--- config.mk ---
export PLATFORM = sky130hd
export DESIGN_NAME = signed_sort4
export DESIGN_NICKNAME = d
export VERILOG_FILES = /design/src/rtl/signed_sort4.sv
export SDC_FILE = /design/constraint.sdc
export NUM_CORES = 1
export LEC_CHECK = 0
export ABC_AREA = 1
export CAP_MARGIN = 20
export CORE_MARGIN = 1
export CORE_UTILIZATION = 63
export DETAILED_ROUTE_END_ITERATION = 10
export PLACE_DENSITY = 0.85
export SETUP_SLACK_MARGIN = 0.1
export SLEW_MARGIN = 20
export SYNTH_ARGS = -nofsm -noshare
export SYNTH_HDL_FRONTEND = slang
export SYNTH_SLANG_ARGS = --single-unit
--- constraint.sdc ---
create_clock -name clk -period 7.1 [get_ports clk]
set_input_delay 1.775 -clock clk [delete_from_list [all_inputs] [get_ports clk]]
set_output_delay 1.775 -clock clk [all_outputs]
set_load 0.01 [all_outputs]
--- src/rtl/signed_sort4.sv ---
`default_nettype none
// ============================================================================
// Module   : signed_sort4
// Brief    : Loads four signed operands, bubble-sorts them ascending with one
//            compare/swap per cycle and early exit, then drains smallest first.
// Revision : 1.0
// ============================================================================
module signed_sort4 #(
    parameter int W = 4
) (
    input  logic         clk,
    input  logic         reset,
    input  logic         in_valid,
    input  logic [W-1:0] in_data,
    output logic         in_ready,
    output logic         out_valid,
    output logic [W-1:0] out_data,
    output logic         out_last,
    input  logic         out_ready,
    output logic         busy
);

    localparam logic [1:0] S_LOAD  = 2'd0;
    localparam logic [1:0] S_SORT  = 2'd1;
    localparam logic [1:0] S_DRAIN = 2'd2;

    localparam logic [1:0] C_LAST_IDX  = 2'd3;
    localparam logic [1:0] C_LAST_PAIR = 2'd2;
    localparam logic [1:0] C_MAX_PASS  = 2'd3;

    logic [1:0]   r_state;
    logic [1:0]   w_next_state;
    logic [W-1:0] r_buf [0:3];
    logic [1:0]   r_idx;
    logic [1:0]   r_j;
    logic [1:0]   r_pass;
    logic         r_swapped;

    logic         w_load_fire;
    logic         w_drain_fire;
    logic [W-1:0] w_lo;
    logic [W-1:0] w_hi;
    logic         w_gt;
    logic         w_pass_end;
    logic         w_sort_done;

    // Only the current adjacent pair is compared; j never exceeds 2.
    assign w_lo         = r_buf[r_j];
    assign w_hi         = r_buf[r_j + 2'd1];
    assign w_gt         = $signed(w_lo) > $signed(w_hi);
    assign w_load_fire  = (r_state == S_LOAD) && in_valid;
    assign w_drain_fire = (r_state == S_DRAIN) && out_ready;
    assign w_pass_end   = (r_state == S_SORT) && (r_j == C_LAST_PAIR);
    // A clean pass (including this cycle's compare) or the third pass ends sorting.
    assign w_sort_done  = w_pass_end && (!(r_swapped || w_gt) || (r_pass == C_MAX_PASS));

    // ------------------------------------------------------------------------
    // State register
    // ------------------------------------------------------------------------
    always_ff @(posedge clk) begin
        if (reset) begin
            r_state <= S_LOAD;
        end else begin
            r_state <= w_next_state;
        end
    end

    // ------------------------------------------------------------------------
    // Next-state logic
    // ------------------------------------------------------------------------
    always_comb begin
        w_next_state = r_state;
        case (r_state)
            S_LOAD: begin
                if (w_load_fire && (r_idx == C_LAST_IDX)) begin
                    w_next_state = S_SORT;
                end
            end
            S_SORT: begin
                if (w_sort_done) begin
                    w_next_state = S_DRAIN;
                end
            end
            S_DRAIN: begin
                if (w_drain_fire && (r_idx == C_LAST_IDX)) begin
                    w_next_state = S_LOAD;
                end
            end
            default: begin
                w_next_state = S_LOAD;
            end
        endcase
    end

    // ------------------------------------------------------------------------
    // Outputs, decoded from registered state only
    // ------------------------------------------------------------------------
    always_comb begin
        in_ready  = 1'b0;
        out_valid = 1'b0;
        out_data  = '0;
        out_last  = 1'b0;
        busy      = 1'b0;
        case (r_state)
            S_LOAD: begin
                in_ready = 1'b1;
            end
            S_SORT: begin
                busy = 1'b1;
            end
            S_DRAIN: begin
                out_valid = 1'b1;
                out_data  = r_buf[r_idx];
                out_last  = (r_idx == C_LAST_IDX);
            end
            default: begin
                in_ready = 1'b0;
            end
        endcase
    end

    // ------------------------------------------------------------------------
    // Buffer, indices and swap bookkeeping
    // ------------------------------------------------------------------------
    always_ff @(posedge clk) begin
        if (reset) begin
            for (int k = 0; k < 4; k++) begin
                r_buf[k] <= '0;
            end
            r_idx     <= '0;
            r_j       <= '0;
            r_pass    <= '0;
            r_swapped <= 1'b0;
        end else begin
            case (r_state)
                S_LOAD: begin
                    if (w_load_fire) begin
                        r_buf[r_idx] <= in_data;
                        r_idx        <= r_idx + 2'd1;
                        if (r_idx == C_LAST_IDX) begin
                            r_j       <= 2'd0;
                            r_pass    <= 2'd1;
                            r_swapped <= 1'b0;
                        end
                    end
                end
                S_SORT: begin
                    // Strict greater-than only, so equal keys keep arrival order.
                    if (w_gt) begin
                        r_buf[r_j]        <= w_hi;
                        r_buf[r_j + 2'd1] <= w_lo;
                    end
                    if (w_sort_done) begin
                        r_idx <= 2'd0;
                        r_j   <= 2'd0;
                    end else if (w_pass_end) begin
                        r_pass    <= r_pass + 2'd1;
                        r_j       <= 2'd0;
                        r_swapped <= 1'b0;
                    end else begin
                        r_j       <= r_j + 2'd1;
                        r_swapped <= r_swapped | w_gt;
                    end
                end
                S_DRAIN: begin
                    if (w_drain_fire) begin
                        r_idx <= r_idx + 2'd1;
                    end
                end
                default: begin
                    r_idx <= '0;
                end
            endcase
        end
    end

endmodule
`default_nettype wire

==> metrics.yaml <==
slew_violations: 0
dp_hpwl_mm: 3.53
cp_max_fo: 20
via_per_inst: 5.43
io_pins: 16
drive_gt1_frac: 0.0879
start_kind: "flip-flop"
cts_buffer_depth: 2
clock_skew_ps: 6.99
clkSlewWorstSetupHoldPaths_ps: 100
cts-root-buf: "clkbuf_4"
start_util: 0.668
period_needed_ps: 4120
num_vias: 1907
hold_viol_final: 0
netlist.top_cell.by_area: "edfxtp_1"
gp_congestion: 0.974
fin_crit_sh: 0.581
synthArstFlopShare: 0
slew_headroom: 0.549
fmaxAchievable_mhz: 242
synth_most_common_cell: "nand2_1"
synth_edf_count: 16
synth_commonest_cells: "86 x nand2_1, 35 x inv_1, 32 x a21oi_1"
grt_overflow_total: 0
power_leakage_nw: 1.00
clk_latency_ps: 340
cp-end-kind: "flip-flop"
fp.coreArea_um2: 3050
rsz0062_at_grt: "no"
pwr_density_cell_nw_per_um2: 184
synth.area.top_cells: "edfxtp_1 24%, nand2_1 16%, dfxtp_1 13%"
cts_tree: "yes"
status: "finished clean"
worstMarginPinSlew_ps: 676
synth_ff_type: "edfxtp_1"
rows: 20
firstDrtPassIters: 4
die_w_um: 58.9
wl_per_cell_um: 13.0
stdcell_area_um2: 2300
yosys_warnings: 0
n_fill_cell: 241
setup_viol: 0
hp-class: "flip-flop to flip-flop"
synth_area_um2: 2040
portBuffers: 15
cts_num_sinks: 29
grt_max_degree: 21
cts_hold_buf: 0
drcViolationCount: 0
die_h_um: 58.9
synth_cells: 291
crit_required_ps: 7090
crit_arrival_ps: 4110
dpl_cell_area_um2: 2210
setup.worst_path.class: "flip-flop to flip-flop"
avgSynthCellArea_um2: 7.01
syn-num-nets: 309
antenna_left: 0
yosysSeqAreaShare: 0.363
ctsResizeCount: 0
drt_iter0_markers: 149
max-vdd-ir-drop_v: 0.000123
grt_pass1_wl_mm: 7.58
min_delay_path_depth: 2
cts_buffers: 5
rr_worst_depth: 13
grt_pass1_vias: 1702
antenna_cells: 0
synth_seq_cells: 29
areaGrowthSynthToFinish_pct: 12.8
design.die.area_um2: 3470
nNetsFinal: 324
ys_types: 27
grtUsageTotal: 0.307
setup_tns_ps: 0
post-cts-setup-buffers: 0
drt_wl_total_mm: 4.56
cts_max_level: 2
cap_violations: 0
synth.top_cell.area_share: 0.235
grt_antenna_before_repair: 0
## path summary, 6_finish.rpt
| check | from | to | slack, ps |
|---|---|---|---|
| max | r_j[0] | r_buf[1][2] | 2980 |
| min | r_swapped | r_swapped | 480 |
| max reg2reg | r_j[0] | r_buf[1][2] | 2980 |
| min reg2reg | r_swapped | r_swapped | 480 |
## layout make-up
type | instances | area [um2] | share of cell area
multi-input combinational | 216 | 1120 | 0.485
sequential | 29 | 741 | 0.322
timing repair buffer | 15 | 150 | 0.0653
inverter | 39 | 146 | 0.0636
clock buffer | 7 | 87.6 | 0.0381
tap | 44 | 55.1 | 0.0239
clock inverter | 1 | 5.00 | 0.00218
## critical path, cell delays in order (launching register included)
cell and delay (ps):
dfxtp_1 770, inv_1 240, ha_1 520, inv_1 120, a21oi_1 110, o21ai_0 90
nand2_1 170, ha_1 270, nand2_1 70, nor2_1 30, nor2_1 140, nand4_2 420
o21a_1 390, o21ai_0 440
## cells in the final DEF, fill, tap and decap left out, drive strengths merged, types with 3 or more instances in the layout
| master | synthesis | routed |
|---|---|---|
| a21oi | 32 | 32 |
| clkbuf | 3 | 7 |
| clkdlybuf4s50 | 0 | 15 |
| dfxtp | 13 | 13 |
| edfxtp | 16 | 16 |
| ha | 10 | 10 |
| inv | 39 | 39 |
| nand2 | 87 | 87 |
| nand3 | 5 | 5 |
| nor2 | 40 | 40 |
| o211ai | 3 | 3 |
| o21a | 6 | 6 |
| o21ai | 27 | 27 |
## cell families after synthesis
logic type               synth area share
AND/OR/NAND/NOR                     0.292
adder cells (fa/ha/maj)            0.0613
flip-flops                          0.363
buffers and inverters              0.0901
AO/OA/AOI/OAI                       0.193
## power breakdown
group          internal, W  switching, W  leakage, nW   total, W
clock network    0.0000807     0.0000620       0.0516   0.000143
logic            0.0000286     0.0000502        0.678  0.0000788
registers         0.000190     0.0000121        0.273   0.000202
## per-stage QoR
step / total power (W) / hold WS (ps) / utilization / instances / setup WS, ps
after floorplan: 0.000262 / 439 / - / 291 / 3910
after global placement: 0.000282 / 459 / 0.723 / 343 / 2900
after detailed placement: 0.000284 / 468 / 0.723 / 343 / 2820
after CTS: 0.000423 / 482 / 0.754 / 351 / 3020
after global routing: 0.000443 / 515 / 0.754 / 351 / 2640
final: 0.000424 / 479 / 0.754 / 351 / 2980
## metal layers
| metal | GRT usage | vias up | part of all wire |
|---|---|---|---|
| li1 | - | 977 | - |
| met1 | 0.396 | 855 | 0.44 |
| met2 | 0.463 | 65 | 0.46 |
| met3 | 0.0747 | 10 | 0.080 |
| met4 | 0.187 | 0 | 0.025 |
| met5 | 0 | - | 0 |
Power figures use the tool's default switching activity.
==> RTL change 1, RTL diff (config.mk and constraints unchanged) <==
`W`: 4 -> 5.
--- a/src/rtl/signed_sort4.sv
+++ b/src/rtl/signed_sort4.sv
@@ -6,7 +6,7 @@
 // Revision : 1.0
 // ============================================================================
 module signed_sort4 #(
-    parameter int W = 4
+    parameter int W = 5
 ) (
     input  logic         clk,
     input  logic         reset,
Interface: changed (resized in_data and out_data); port bits go from 16 to 18. No check against the original RTL was run, so the function may have changed too.
==> RTL change 1 against the original RTL <==
- wire length is 25% higher
- final area is 14% higher
- largest cell class unchanged
- synthesized area is 18% higher
- sequential cell count is 4 higher
- setup slack worse by 330 ps
- power is 7.5% higher
- clock power is 4% lower
- largest power group unchanged
==> RTL change 1: results (changes against the original RTL) <==
{
  "power_report.internal_total": {"value": 316, "unit": "uW", "change": "+5.4%"},
  "critPathArrivalTime": {"value": 4380, "unit": "ps", "change": "+270 ps"},
  "met2RoutedLength": {"value": 2590, "unit": "um", "change": "+24%"},
  "nMultiInputCombCells": {"value": 257, "change": "+19%"},
  "dpl.hpwl": {"value": 4340, "unit": "um", "change": "+23%"},
  "synth-edff-count": {"value": 20, "change": "+4"},
  "detailed_routed_wire_length_on_met3": {"value": 566, "unit": "um", "change": "+55%"},
  "area.growth.synth_to_final": {"value": 9.11, "unit": "%"},
  "cts_root_buffer": {"value": "sky130_fd_sc_hd__clkbuf_8"},
  "grt_pass1_wl": {"value": 9610, "unit": "um", "change": "+27%"},
  "status": {"value": "finished, final reports clean"},
  "via_count": {"value": 2290, "change": "+20%"},
  "max-vdd-ir-drop": {"value": 0.140, "unit": "mV", "change": "+14%"},
  "numPlacedInstances": {"value": 391, "change": "+14%"},
  "area_fraction_of_clock_buffers_and_clock_inverters": {"value": 3.15, "unit": "%", "change": "-0.88 points"},
  "synth_seq_area_share": {"value": 35.8, "unit": "%", "change": "-0.48 points"},
  "finalWeightedCongestion": {"value": 0.918, "change": "-5.7%"},
  "critical_path_peak_fanout": {"value": 21, "change": "+5.0%"},
  "regArea": {"value": 861, "unit": "um2", "change": "+16%"},
  "clock_insertion_delay_worst_skew": {"value": 290, "unit": "ps", "change": "-50 ps"},
  "final_layout_size_suffix_gt1_share": {"value": 7.12, "unit": "%", "change": "-1.7 points"},
  "maximum_clock_skew_at_final_layout": {"value": 1.57, "unit": "ps", "change": "-5.42 ps"},
  "synth.net_count": {"value": 357, "change": "+16%"},
  "static-leakage-power": {"value": 0.00114, "unit": "uW", "change": "+14%"},
  "max-slew-margin-rel": {"value": 50.0, "unit": "%", "change": "-4.9 points"},
  "yosys_register_bits": {"value": 33, "change": "+14%"},
  "fillCellCount": {"value": 289, "change": "+20%"},
  "n_clock_buffer": {"value": 6, "change": "-1"},
  "met1_length": {"value": 2440, "unit": "um", "change": "+22%"},
  "compound_cell_area_share_of_the_yosys_netlist": {"value": 20.1, "unit": "%", "change": "+0.78 points"},
  "drt-initial-drc-count": {"value": 301, "change": "+100%"},
  "grt_pass1_vias": {"value": 2042, "change": "+20%"}
}
## RTL change 1: cell types whose count changed after synthesis, sizes merged, moves of 3 or more
cell	delta
a21oi	+7
o22ai	+3
edfxtp	+4
o21ai	+9
nand3	+8
nor2	+16
inv	-4
## RTL change 1: worst paths after layout
check	cells after the start	to	startpoint	slack (ps)
setup / recovery	17	r_buf[2][2]$_DFFE_PP_	r_j[0]$_SDFFE_PP0P_	2650
setup reg to reg	17	r_buf[2][2]$_DFFE_PP_	r_j[0]$_SDFFE_PP0P_	2650
hold reg to reg	2	r_pass[0]$_SDFFE_PP0P_	r_pass[0]$_SDFFE_PP0P_	500
hold / removal	2	r_pass[0]$_SDFFE_PP0P_	r_pass[0]$_SDFFE_PP0P_	500
## RTL change 1: metrics by stage
| step | power, uW | setup WS (ps) | hold slack [ps] | utilization, % |
|---|---|---|---|---|
| 4_1_cts | 452 | 2760 | 500 | 71.6 |
| 5_1_grt | 475 | 2290 | 533 | 71.6 |
| 6_report | 456 | 2650 | 503 | 71.6 |
| 2_1_floorplan | 295 | 3880 | 455 | - |
| 3_3_place_gp | 319 | 2680 | 476 | 69.4 |
| 3_5_place_dp | 321 | 2570 | 491 | 69.4 |
## RTL change 1: cell families after synthesis
logic type	after synthesis
adders and majority gates	11
AOI/OAI and AO/OA	85
and+or+nand+nor	161
DFF	33
buffers and inverters	47
## RTL change 1: power groups by stage
stage,Clock [uW],Combinational (uW),Sequential (uW)
3_3_place_gp,0,84.3,235
4_1_cts,136,86.1,231
5_1_grt,143,100,233
6_report,137,88.0,231
2_1_floorplan,0,68.3,227
3_5_place_dp,0,85.9,235
## RTL change 1: routing by layer
metal,GRT usage [%],vias to the layer above
li1,-,1136
met1,42.9,1009
met2,48.0,133
met3,5.18,12
met4,14.8,0
met5,0,-
==> RTL change 2, RTL diff (same settings) <==
Without the edit above. Make the reset (`reset`) asynchronous in 2 clocked blocks.
--- a/src/rtl/signed_sort4.sv
+++ b/src/rtl/signed_sort4.sv
@@ -57,7 +57,7 @@
     // ------------------------------------------------------------------------
     // State register
     // ------------------------------------------------------------------------
-    always_ff @(posedge clk) begin
+    always_ff @(posedge clk or posedge reset) begin
         if (reset) begin
             r_state <= S_LOAD;
         end else begin
@@ -122,7 +122,7 @@
     // ------------------------------------------------------------------------
     // Buffer, indices and swap bookkeeping
     // ------------------------------------------------------------------------
-    always_ff @(posedge clk) begin
+    always_ff @(posedge clk or posedge reset) begin
         if (reset) begin
             for (int k = 0; k < 4; k++) begin
                 r_buf[k] <= '0;
Formal check against the unedited RTL: differs if reset is asserted again (counterexample within 10 cycles, from zero or initial values and one cycle with reset high); with reset held inactive, the same outputs for 10 cycles.
==> RTL change 2 against the original RTL <==
- core utilization fell by 1.2 points
- wire length grew 29%
- setup slack better by 230 ps
- sequential cell count fell by 4
- final area is 1.6% higher
- non-clock buffer count is the same
- first-iteration DRC count up 50%
- clock skew about the same
- synthesized area rose by 6.7%
- hold slack improved by 23 ps
- critical path type is now reg2out
Power is left out: the tool's default activity adds up to more than one toggle a clock period on the data nets, which glitch-free logic cannot reach.
==> RTL change 2: results (changes against the original RTL) <==
{
  "timing.critical_path.slowest_cell_delay": {"value": 640, "unit": "ps", "change": "-130 ps"},
  "finalWeightedCongestion": {"value": 1.01, "change": "+3.3%"},
  "worstHoldEndpoint": {"value": "r_pass[1]$_DFFE_PP0P_"},
  "compound_cell_area_share_of_the_yosys_netlist": {"value": 14.1, "unit": "%", "change": "-5.2 points"},
  "clk_transition_reported_paths": {"value": 150, "unit": "ps", "change": "+50 ps"},
  "met2RoutedLength": {"value": 2660, "unit": "um", "change": "+28%"},
  "grt_pass1_vias": {"value": 1968, "change": "+16%"},
  "status": {"value": "finished, final reports clean"},
  "grt_pass1_wl": {"value": 9180, "unit": "um", "change": "+21%"},
  "critical_path_peak_fanout": {"value": 16, "change": "-20%"},
  "yosys-top-cells-count": {"value": "sky130_fd_sc_hd__nand2_1 (123), sky130_fd_sc_hd__nand3_1 (35), sky130_fd_sc_hd__inv_1 (29), sky130_fd_sc_hd__nor2_1 (29), sky130_fd_sc_hd__dfrtp_1 (25)"},
  "synth.top_cells.by_area": {"value": "sky130_fd_sc_hd__dfrtp_1 (29%), sky130_fd_sc_hd__nand2_1 (21%), sky130_fd_sc_hd__nand3_1 (8.0%), sky130_fd_sc_hd__ha_1 (7.5%), sky130_fd_sc_hd__o21ai_0 (5.1%)"},
  "timing.fmax": {"value": 257, "unit": "MHz", "change": "+5.8%"},
  "r2r_setup_slack": {"value": 3780, "unit": "ps", "change": "+800 ps"},
  "area_fraction_of_clock_buffers_and_clock_inverters": {"value": 1.12, "unit": "%", "change": "-2.9 points"},
  "synth.distinct_cells": {"value": 24, "change": "-11%"},
  "synthArstFlopShare": {"value": 100, "unit": "%", "change": "+100 points"},
  "largest_net_degree_at_the_start_of_global_routing": {"value": 26, "change": "+24%"},
  "grt_util_met1": {"value": 46.0, "unit": "%", "change": "+6.4 points"},
  "yosys.area_share.adder": {"value": 7.47, "unit": "%", "change": "+1.3 points"},
  "drt-initial-drc-count": {"value": 224, "change": "+50%"},
  "numPlacedInstances": {"value": 391, "change": "+14%"},
  "r2r_cells": {"value": 17, "change": "+4"},
  "multiInputGateArea": {"value": 1340, "unit": "um2", "change": "+20%"},
  "cp-startpoint": {"value": "r_idx[0]$_DFFE_PP0P_"},
  "placed_area": {"value": 2310, "unit": "um2", "change": "+4.6%"},
  "tritoncts.num_buffers": {"value": 3, "change": "-2"},
  "synth.net_count": {"value": 361, "change": "+17%"},
  "coreArea": {"value": 3150, "unit": "um2", "change": "+3.3%"}
}
-- RTL change 2: cell count changes after synthesis, moves of 4 or more --
cell and delta:
sky130_fd_sc_hd__inv_1 -6, sky130_fd_sc_hd__dfrtp_1 +25, sky130_fd_sc_hd__o21ai_1 +6, sky130_fd_sc_hd__dfxtp_1 -13, sky130_fd_sc_hd__o22ai_1 +6, sky130_fd_sc_hd__nand2_2 +8, sky130_fd_sc_hd__a21oi_1 -24, sky130_fd_sc_hd__buf_6 +4
sky130_fd_sc_hd__o21a_1 -6, sky130_fd_sc_hd__nand3_1 +30, sky130_fd_sc_hd__nand2_1 +37, sky130_fd_sc_hd__edfxtp_1 -16
-- RTL change 2: worst max-delay path: cells and delay by family, from the launching register on --
family	cells	cell delay, ps
adders and majority gates	1	370
and+or+nand+nor	1	120
buffers and inverters	2	660
DFF	1	640
